[config.mk]
export PLATFORM = sky130hd
export DESIGN_NAME = board_line_clear
export DESIGN_NICKNAME = d
export VERILOG_FILES = /design/src/rtl/board_line_clear.sv
export SDC_FILE = /design/constraint.sdc
export NUM_CORES = 1
export LEC_CHECK = 0
export BUFFER_PORTS_ARGS = -buffer_cell sky130_fd_sc_hd__buf_4
export CAP_MARGIN = 20
export CORE_MARGIN = 4
export CORE_UTILIZATION = 65
export CTS_BUF_LIST = sky130_fd_sc_hd__clkbuf_8
export DETAILED_ROUTE_END_ITERATION = 8
export GPL_ROUTABILITY_DRIVEN = 0
export GPL_TIMING_DRIVEN = 0
export HOLD_SLACK_MARGIN = 0.15
export PLACE_DENSITY = 0.91
export SLEW_MARGIN = 20
export SYNTH_ARGS = -nofsm -noshare
export SYNTH_HDL_FRONTEND = slang
export SYNTH_SLANG_ARGS = --single-unit
[constraint.sdc]
create_clock -name clk -period 5.7 [get_ports clk]
set_input_delay 0.855 -clock clk [delete_from_list [all_inputs] [get_ports clk]]
set_output_delay 0.855 -clock clk [all_outputs]
set_load 0.02 [all_outputs]
[src/rtl/board_line_clear.sv]
// Row-completion engine: scans the board RAM bottom-up, removes full rows and refills row 0.
// Optional macro LINE_CLEAR_SCORE_EN adds a saturating 16-bit score output.
module board_line_clear #(
    parameter int BOARD_W = 10,
    parameter int BOARD_H = 20,
    parameter int ADDR_W  = 8
) (
    input  logic              clk,
    input  logic              resetn,
    input  logic              start,
    input  logic [5:0]        ram_q,
    output logic [ADDR_W-1:0] ram_addr,
    output logic [5:0]        ram_data,
    output logic              ram_wren,
    output logic              busy,
    output logic              done,
    output logic [2:0]        lines_cleared
`ifdef LINE_CLEAR_SCORE_EN
    ,
    output logic [15:0]       score
`endif
);
    localparam int Y_W = $clog2(BOARD_H);
    localparam int X_W = $clog2(BOARD_W);
    localparam logic [X_W-1:0] LAST_X = X_W'(BOARD_W - 1);
    localparam logic [Y_W-1:0] TOP_Y  = Y_W'(BOARD_H - 1);

    typedef enum logic [2:0] {
        IDLE, CHK_RD, CHK_EVAL, SH_RD, SH_WAIT, SH_WR, CLR_TOP, DONE
    } state_t;

    state_t         r_state, w_state_nxt;
    logic [Y_W-1:0] r_row, r_dst, w_dst_m1;
    logic [X_W-1:0] r_x;
    logic           r_full, r_busy;
    logic [2:0]     r_count, r_lines;
    logic           w_q_set, w_row_full;

    // Row index times ten built from shifts, matching the board's row-major layout.
    function automatic logic [ADDR_W-1:0] cell_addr(input logic [Y_W-1:0] y,
                                                     input logic [X_W-1:0] x);
        logic [ADDR_W+3:0] y_ext;
        logic [ADDR_W+3:0] x_ext;
        y_ext = {{(ADDR_W+4-Y_W){1'b0}}, y};
        x_ext = {{(ADDR_W+4-X_W){1'b0}}, x};
        cell_addr = ADDR_W'((y_ext << 3) + (y_ext << 1) + x_ext);
    endfunction

    assign w_q_set    = (ram_q != 6'd0);
    assign w_row_full = r_full & w_q_set;
    assign w_dst_m1   = r_dst - Y_W'(1);

    always_ff @(posedge clk) begin
        if (!resetn) r_state <= IDLE;
        else         r_state <= w_state_nxt;
    end

    always_comb begin
        w_state_nxt = r_state;
        ram_addr    = '0;
        ram_data    = '0;
        ram_wren    = 1'b0;
        done        = 1'b0;
        case (r_state)
            IDLE: begin
                if (start) w_state_nxt = CHK_RD;
            end
            CHK_RD: begin
                ram_addr = cell_addr(r_row, r_x);
                if (r_x == LAST_X) w_state_nxt = CHK_EVAL;
            end
            CHK_EVAL: begin
                if (w_row_full)          w_state_nxt = (r_row == '0) ? CLR_TOP : SH_RD;
                else if (r_row == '0)    w_state_nxt = DONE;
                else                     w_state_nxt = CHK_RD;
            end
            SH_RD: begin
                ram_addr    = cell_addr(w_dst_m1, r_x);
                w_state_nxt = SH_WAIT;
            end
            SH_WAIT: begin
                ram_addr    = cell_addr(w_dst_m1, r_x);
                w_state_nxt = SH_WR;
            end
            SH_WR: begin
                ram_addr = cell_addr(r_dst, r_x);
                ram_data = ram_q;
                ram_wren = 1'b1;
                if (r_x == LAST_X && r_dst == Y_W'(1)) w_state_nxt = CLR_TOP;
                else                                   w_state_nxt = SH_RD;
            end
            CLR_TOP: begin
                ram_addr = cell_addr('0, r_x);
                ram_wren = 1'b1;
                if (r_x == LAST_X) w_state_nxt = CHK_RD;
            end
            DONE: begin
                done        = 1'b1;
                w_state_nxt = IDLE;
            end
            default: w_state_nxt = IDLE;
        endcase
    end

    // Scan position and row accumulator; always reloaded when a scan starts.
    always_ff @(posedge clk) begin
        case (r_state)
            IDLE: begin
                if (start) begin
                    r_row   <= TOP_Y;
                    r_x     <= '0;
                    r_count <= 3'd0;
                end
            end
            CHK_RD: begin
                r_full <= (r_x == '0) ? 1'b1 : (r_full & w_q_set);
                r_x    <= (r_x == LAST_X) ? '0 : r_x + X_W'(1);
            end
            CHK_EVAL: begin
                if (w_row_full) begin
                    r_count <= (r_count == 3'd7) ? r_count : r_count + 3'd1;
                    r_dst   <= r_row;
                    r_x     <= '0;
                end else if (r_row != '0) begin
                    r_row <= r_row - Y_W'(1);
                end
            end
            SH_WR: begin
                if (r_x == LAST_X) begin
                    r_x   <= '0;
                    r_dst <= w_dst_m1;
                end else begin
                    r_x <= r_x + X_W'(1);
                end
            end
            CLR_TOP: begin
                r_x <= (r_x == LAST_X) ? '0 : r_x + X_W'(1);
            end
            default: ;
        endcase
    end

`ifdef LINE_CLEAR_SCORE_EN
    logic [15:0] r_score;

    function automatic logic [15:0] score_inc(input logic [2:0] n);
        case (n)
            3'd0:    score_inc = 16'd0;
            3'd1:    score_inc = 16'd40;
            3'd2:    score_inc = 16'd100;
            3'd3:    score_inc = 16'd300;
            default: score_inc = 16'd1200;
        endcase
    endfunction

    function automatic logic [15:0] sat_add16(input logic [15:0] a, input logic [15:0] b);
        logic [16:0] s;
        s = {1'b0, a} + {1'b0, b};
        sat_add16 = s[16] ? 16'hFFFF : s[15:0];
    endfunction

    assign score = r_score;
`endif

    always_ff @(posedge clk) begin
        if (!resetn) begin
            r_busy  <= 1'b0;
            r_lines <= 3'd0;
`ifdef LINE_CLEAR_SCORE_EN
            r_score <= 16'd0;
`endif
        end else begin
            if (r_state == IDLE && start) r_busy <= 1'b1;
            if (r_state == DONE) begin
                r_busy  <= 1'b0;
                r_lines <= r_count;
`ifdef LINE_CLEAR_SCORE_EN
                r_score <= sat_add16(r_score, score_inc(r_count));
`endif
            end
        end
    end

    assign busy          = r_busy;
    assign lines_cleared = r_lines;

endmodule

==> results.yml, run 1 <==
run_status:
  status: "complete, no violations"
power:
  ir_drop_mv: 0.1794
  p_leak_uw: 0.001256
  power_density_mw_per_mm2: 180.2
  total_power_uw: 494.7
final_layout:
  layout-drive-gt1-share_pct: 14.38
  diodes: 0
  nets: 357
  area_growth_pct: 12.86
  fin_util_pct: 79.15
cts:
  clkSinkCount: 25
  cts_tree: "built"
  postCtsSetupBuffers: 0
  clk_pin_slew_ns: 0.08
  cts_hold_buf: 0
  cts_made_buffers: 3
  root_buffer: "clkbuf_8"
  cts_buffer_depth: 2
  cts.repair.resized: 0
  clock_latency_ns: 0.27
  htree_levels: 1
floorplanning:
  initial_core_util_pct: 70.13
  core-area_sq_mm: 0.003468
  num_rows: 21
  io_pins: 29
  die_y_microns: 69.17
  die-area_sq_mm: 0.004784
  die_x_microns: 69.17
global_route:
  grt_pass1_vias: 2173
  grt_max_degree: 14
  grt_overflow_total: 0
  antenna_found_initial: 0
  grt_usage_pct: 25.86
  grt_pass1_wl_microns: 10210
sta:
  min_period_ns: 4.321
  final_max_slew_viol_count: 0
  max_slew_margin_pct: 61.41
  finalHoldViolations: 0
  rsz0062_at_grt: "false"
  min_period_over_period_pct: 75.80
  maxClockFrequency_ghz: 0.2315
  finalSetupTns_ns: 0
  skew_ns: 0.004006
  setup_viol: 0
  tightest_slew_ns: 0.5708
  final.setup.worst_slack_ns: 1.380
setup_path:
  critPathArrivalTime_ns: 3.47
  crit_path_start_kind: "flip-flop"
  cp_cell_sequence: "inv_1 -> ha_1 -> xnor2_1 -> fa_1 -> inv_1 -> ha_1 -> a211oi_1 -> o21bai_1 -> a21oi_1 -> xnor2_1 -> o211ai_1 -> buf_4"
  cpPeakStageDelay_ns: 0.56
  cp.required_ns: 4.85
  path_buf_inv: 3
  path_delay_family: "adder cells"
  criticalPathCategory: "reg -> out"
  cp_slowest_cell: "edfxtp_1"
  critPathCaptureType: "output port"
  worst-path-max-fanout: 6
synthesis:
  netlist_instances: 274
  post-synth-top-count-cell: "ha_1"
  synth_fp_nets: 324
  yosysWarnings: 0
  synth_area_per_cell_sq_um: 8.877
  synth_edf_count: 18
  synthTopCellsByArea: "edfxtp_1 (22%), ha_1 (18%), dfxtp_1 (5.8%)"
  ys_seq_area_share_pct: 27.98
  ys.flop_type: "edfxtp_1"
  yosysUniqueCellTypes: 43
  synth_top_area_cell: "edfxtp_1"
  yosysTopAreaCellShare_pct: 22.22
  synth_seq_cells: 25
  synth_area_sq_mm: 0.002432
  synthTopCellsByCount: "ha_1 (35), nand2_1 (24), nor2_1 (24)"
  async_flop_share_pct: 0
detailed_routing:
  drc: 0
  dr.pass1.iters: 5
  avgRoutedWirePerCell_microns: 16.84
  vias_per_cell: 6.224
  antenna_left: 0
  vias: 2191
  drt_first_iter_violations: 232
  wl_microns: 5928
placement:
  dpl_worst_slack_ns: 1.800
  hpwl_microns: 4645
  io_buffer_count: 28
worst_hold_path:
  hold_path_class: "reg -> reg"
flow_run:
  maxCapViolCount: 0
-- cell families (layout without fill, tap and decap cells) --
kind of cell,after synthesis,after routing,share of synthesized area (%)
DFF,25,25,27.98
buffers and inverters,31,63,4.887
AOI/OAI and AO/OA,71,71,19.24
muxes,5,5,2.109
and+or+nand+nor,85,85,17.08
adders and majority gates,41,41,22.94
xor gates and xnor gates,16,16,5.762
-- cells in the final DEF, fill, tap and decap left out, types with 2 or more instances in the layout --
cell / count
ha_1: 35
buf_4: 28
inv_1: 24
nor2_1: 24
nand2_1: 24
a21oi_1: 20
edfxtp_1: 18
o21ai_0: 14
xnor2_1: 9
xor2_1: 7
a22oi_1: 7
dfxtp_1: 7
a21o_1: 6
a211oi_1: 6
and2_1: 6
fa_1: 6
nand3_1: 5
nor3_1: 5
nor2b_1: 5
clkbuf_1: 5
nand2b_1: 4
mux2i_1: 4
o211ai_1: 4
or2_2: 4
a221oi_1: 3
clkbuf_8: 3
buf_2: 2
o21a_1: 2
o22ai_1: 2
and3_1: 2
-- power breakdown --
group	total [uW]	leakage [uW]	internal, uW	switching, uW
Clock	102	0.0000269	48.2	53.8
Combinational	174	0.00101	76.4	97.7
Sequential	219	0.000222	205	14.0
Total	495	0.00126	329	166
-- final cells by class --
cell class / instances / area (sq um)
buffer: 8 / 32.53
clock buffer: 3 / 41.29
clock inverter: 1 / 3.754
fill: 254 / 723.2
inverter: 23 / 86.33
multi-input combinational: 218 / 1633
sequential: 25 / 680.7
tap: 46 / 57.56
timing repair buffer: 28 / 210.2
-- through the flow --
| step | cell area, sq um | instances | hold slack, ns |
|---|---|---|---|
| 2_1_floorplan | 2432 | 274 | 0.5061 |
| 3_3_place_gp | 2700 | 348 | 0.5001 |
| 3_5_place_dp | 2700 | 348 | 0.5328 |
| 4_1_cts | 2745 | 352 | 0.5465 |
| 5_1_grt | 2745 | 352 | 0.5750 |
| 6_report | 2745 | 352 | 0.5394 |
-- metal layers --
| layer | wire [microns] | GRT usage, % | part of all wire (%) |
|---|---|---|---|
| met2 | 2856 | 44.49 | 48 |
| met5 | 0 | 0 | 0 |
| met4 | 163 | 9.328 | 2.7 |
| met3 | 405 | 3.768 | 6.8 |
| met1 | 2502 | 32.82 | 42 |
-- registers in the layout, summed over array words and instances (netlist names) --
| name | flops |
|---|---|
| r_state | 3 |
| r_full | 1 |
| r_x | 4 |
| r_dst | 5 |
| r_row | 5 |
| lines_cleared | 3 |
| r_count | 3 |
| busy | 1 |
-- worst reg2reg max path, delay by kind of cell, from the launching register on --
family	cells	cell delay (ns)
AND/OR/NAND/NOR	1	0.12
AO/OA/AOI/OAI	1	0.45
buffers and inverters	2	0.82
flip-flops	1	0.42
-- worst paths after layout --
kind                                      start  slack, ns  depth (start not counted)                       endpoint
setup / recovery             r_dst[0]$_DFFE_PP_       1.38                         12                    ram_addr[7]
hold / removal    lines_cleared[1]$_SDFFE_PN0P_       0.54                          2  lines_cleared[1]$_SDFFE_PN0P_
setup reg to reg        r_state[1]$_SDFFE_PN0P_       3.53                          4         r_row[2]$_SDFFCE_PN0P_
hold reg to reg   lines_cleared[1]$_SDFFE_PN0P_       0.54                          2  lines_cleared[1]$_SDFFE_PN0P_
Note: power is estimated with default switching activity, not from simulation.
==> inputs of run 2 (changes only) <==
--- a/config.mk
+++ b/config.mk
@@ -5,16 +5,17 @@
 export SDC_FILE = /design/constraint.sdc
 export NUM_CORES = 1
 export LEC_CHECK = 0
+export ABC_AREA = 1
 export BUFFER_PORTS_ARGS = -buffer_cell sky130_fd_sc_hd__buf_4
 export CAP_MARGIN = 20
 export CORE_MARGIN = 4
-export CORE_UTILIZATION = 65
+export CORE_UTILIZATION = 61
 export CTS_BUF_LIST = sky130_fd_sc_hd__clkbuf_8
 export DETAILED_ROUTE_END_ITERATION = 8
 export GPL_ROUTABILITY_DRIVEN = 0
 export GPL_TIMING_DRIVEN = 0
 export HOLD_SLACK_MARGIN = 0.15
-export PLACE_DENSITY = 0.91
+export PLACE_DENSITY = 0.86
 export SLEW_MARGIN = 20
 export SYNTH_ARGS = -nofsm -noshare
 export SYNTH_HDL_FRONTEND = slang
==> constraint.sdc (replaced) <==
create_clock -name clk -period 4.2 [get_ports clk]
set_input_delay 0.63 -clock clk [delete_from_list [all_inputs] [get_ports clk]]
set_output_delay 0.63 -clock clk [all_outputs]
set_load 0.02 [all_outputs]
==> run 2 against run 1 <==
First-iteration DRC count is 57% lower. Sequential power is 100% higher. Via count decreased by 0.96%. Largest cell class unchanged. Core utilization down 5.9 points. Highest routed layer unchanged. Wire length shrank 11%. Clock-buffer cell count unchanged. Largest power group is now combinational cells. Clock skew is 0.00088 ns higher. Power grew to 3.2 times the previous value.
==> results.yml, run 2 <==
final_layout:
  layout_commonest_cell: "nand2_1"
  reg_top3: "r_dst x5, r_row x5, r_x x4"
  diodes: 0
  nets: 408
  fin_area_sq_mm: 0.002763
  final_cell_mix: "nand2_1 (67), inv_1 (50), nor2_1 (45)"
  layout-drive-gt1-share_pct: 16.53
  fillers: 317
  final_cells: 405
  area_growth_pct: 12.94
sta:
  min_period_over_period_pct: 86.84
  finalSetupTns_ns: 0
  min_period_ns: 3.647
  rsz0062_at_grt: "false"
  tightest_slew_ns: 0.4874
  maxClockFrequency_ghz: 0.2742
  max_slew_margin_pct: 67.36
  setup_viol: 0
  final.setup.worst_slack_ns: 0.5528
  finalHoldViolations: 0
  final_max_slew_viol_count: 0
  skew_ns: 0.004881
floorplanning:
  num_rows: 22
  initial_core_util_pct: 64.86
  core-area_sq_mm: 0.003771
  io_pins: 29
  die_x_microns: 71.33
  die-area_sq_mm: 0.005087
  die_y_microns: 71.33
power:
  p_leak_uw: 0.001431
  total_power_uw: 1592
  power_density_mw_per_mm2: 576.3
  ir_drop_mv: 0.3727
cts:
  htree_levels: 1
  clkSinkCount: 25
  root_buffer: "clkbuf_8"
  cts_tree: "built"
  cts_hold_buf: 0
  postCtsSetupBuffers: 0
  cts.repair.resized: 0
  cts_made_buffers: 3
  clk_pin_slew_ns: 0.09
  clock_latency_ns: 0.27
  cts_buffer_depth: 2
placement:
  hpwl_microns: 4496
  dp.cells: 401
  io_buffer_count: 28
  placed_cell_area_sq_mm: 0.002716
  dpl_worst_slack_ns: 0.8202
global_route:
  grt_overflow_total: 0
  grt_max_degree: 15
  grt_usage_pct: 22.58
  grt_pass1_vias: 2207
  grt_pass1_wl_microns: 9342
  antenna_found_initial: 0
setup_path:
  cp_slowest_cell: "edfxtp_1"
  cp.required_ns: 3.57
  cpPeakStageDelay_ns: 0.51
  crit_path_start_kind: "flip-flop"
  cp_cell_sequence: "inv_1 -> ha_1 -> xnor2_1 -> fa_1 -> fa_1 -> inv_1 -> nand3_1 -> nand2_1 -> a21oi_1 -> o21ai_0 -> nand3_1 -> buf_4"
  worst-path-max-fanout: 6
  r2r_slack_ns: 2.47
  path_delay_family: "adder cells"
  criticalPathCategory: "reg -> out"
  path_buf_inv: 3
  critPathCaptureType: "output port"
  critPathArrivalTime_ns: 3.02
detailed_routing:
  dr.pass1.iters: 4
  drc: 0
  wl_met3_microns: 180
  top_layer_used: "met4"
  wl_met1_microns: 2330
  avgRoutedWirePerCell_microns: 13.01
  vias: 2170
  dr_wl_met2_microns: 2653
  wl_microns: 5268
  antenna_left: 0
  drt_first_iter_violations: 99
  vias_per_cell: 5.358
synthesis:
  synth_seq_cells: 25
  ys.flop_type: "edfxtp_1"
  netlist_instances: 325
  synth_top_area_cell: "edfxtp_1"
  post-synth-top-count-cell: "nand2_1"
  yosysWarnings: 0
  synth_area_per_cell_sq_um: 7.526
  synth_edf_count: 18
  synthTopCellsByArea: "edfxtp_1 (22%), ha_1 (18%), nand2_1 (10%)"
  synthTopCellsByCount: "nand2_1 (67), inv_1 (50), nor2_1 (45)"
  async_flop_share_pct: 0
  yosysUniqueCellTypes: 32
  synth_area_sq_mm: 0.002446
  synth_fp_nets: 375
  yosysTopAreaCellShare_pct: 22.10
  ys_seq_area_share_pct: 27.83
run_status:
  status: "complete, no violations"
worst_hold_path:
  hold_path_class: "reg -> reg"
flow_run:
  maxCapViolCount: 0
==> run 2: layout make-up <==
class                   instances  area (sq um)  area share, %
repair buffers                 28         210.2          7.609
multi-input cells             242          1535          55.57
plain buffers                   2         18.77         0.6793
flip-flops and latches         25         680.7          24.64
clock buffers                   3         41.29          1.495
well taps                      48         60.06          2.174
clock inverters                 1         5.005         0.1812
inverters                      56         211.5          7.654
==> run 2: worst register-to-register path, cell delays in order (launching register included) <==
cell and delay, ns:
dfxtp_1 0.52, nand3_4 0.15, clkinv_2 0.14, nand3_4 0.11, a31oi_1 0.45
==> run 2: cells by family (layout without fill, tap and decap cells) <==
kind of cell	after synthesis	in the layout	share of synthesized area (%)
AOI/OAI and AO/OA	37	37	9.258
xor gates and xnor gates	5	5	1.791
adders and majority gates	41	41	22.81
buffers and inverters	58	90	9.412
DFF	25	25	27.83
and+or+nand+nor	159	159	28.90
==> run 2: stage by stage <==
| stage | util [%] | hold slack (ns) |
|---|---|---|
| floorplan | - | 0.4774 |
| global placement | 72.03 | 0.4488 |
| detailed placement | 72.03 | 0.4540 |
| CTS | 73.26 | 0.4723 |
| global route | 73.26 | 0.5041 |
| finish | 73.26 | 0.4708 |
==> run 2: path summary, 6_finish.rpt <==
kind | start | to | cells past startpoint
setup / recovery | r_dst[0]$_DFFE_PP_ | ram_addr[6] | 12
hold / removal | busy$_SDFFE_PP0P_ | busy$_SDFFE_PP0P_ | 2
setup reg to reg | r_state[1]$_SDFFE_PN0P_ | r_x[0]$_SDFFCE_PP0P_ | 4
hold reg to reg | busy$_SDFFE_PP0P_ | busy$_SDFFE_PP0P_ | 2
==> run 2: power by group <==
| part | switching [uW] | internal [uW] | total (uW) |
|---|---|---|---|
| logic | 604 | 407 | 1010 |
| registers | 86.6 | 351 | 438 |
| clock network | 77.3 | 66.5 | 144 |
| total | 768 | 824 | 1590 |
==> run 2: layer usage <==
layer / track usage [%] / up-vias
li1: - / 1124
met1: 28.02 / 998
met2: 41.43 / 39
met3: 1.262 / 9
met4: 7.516 / 0
met5: 0 / -
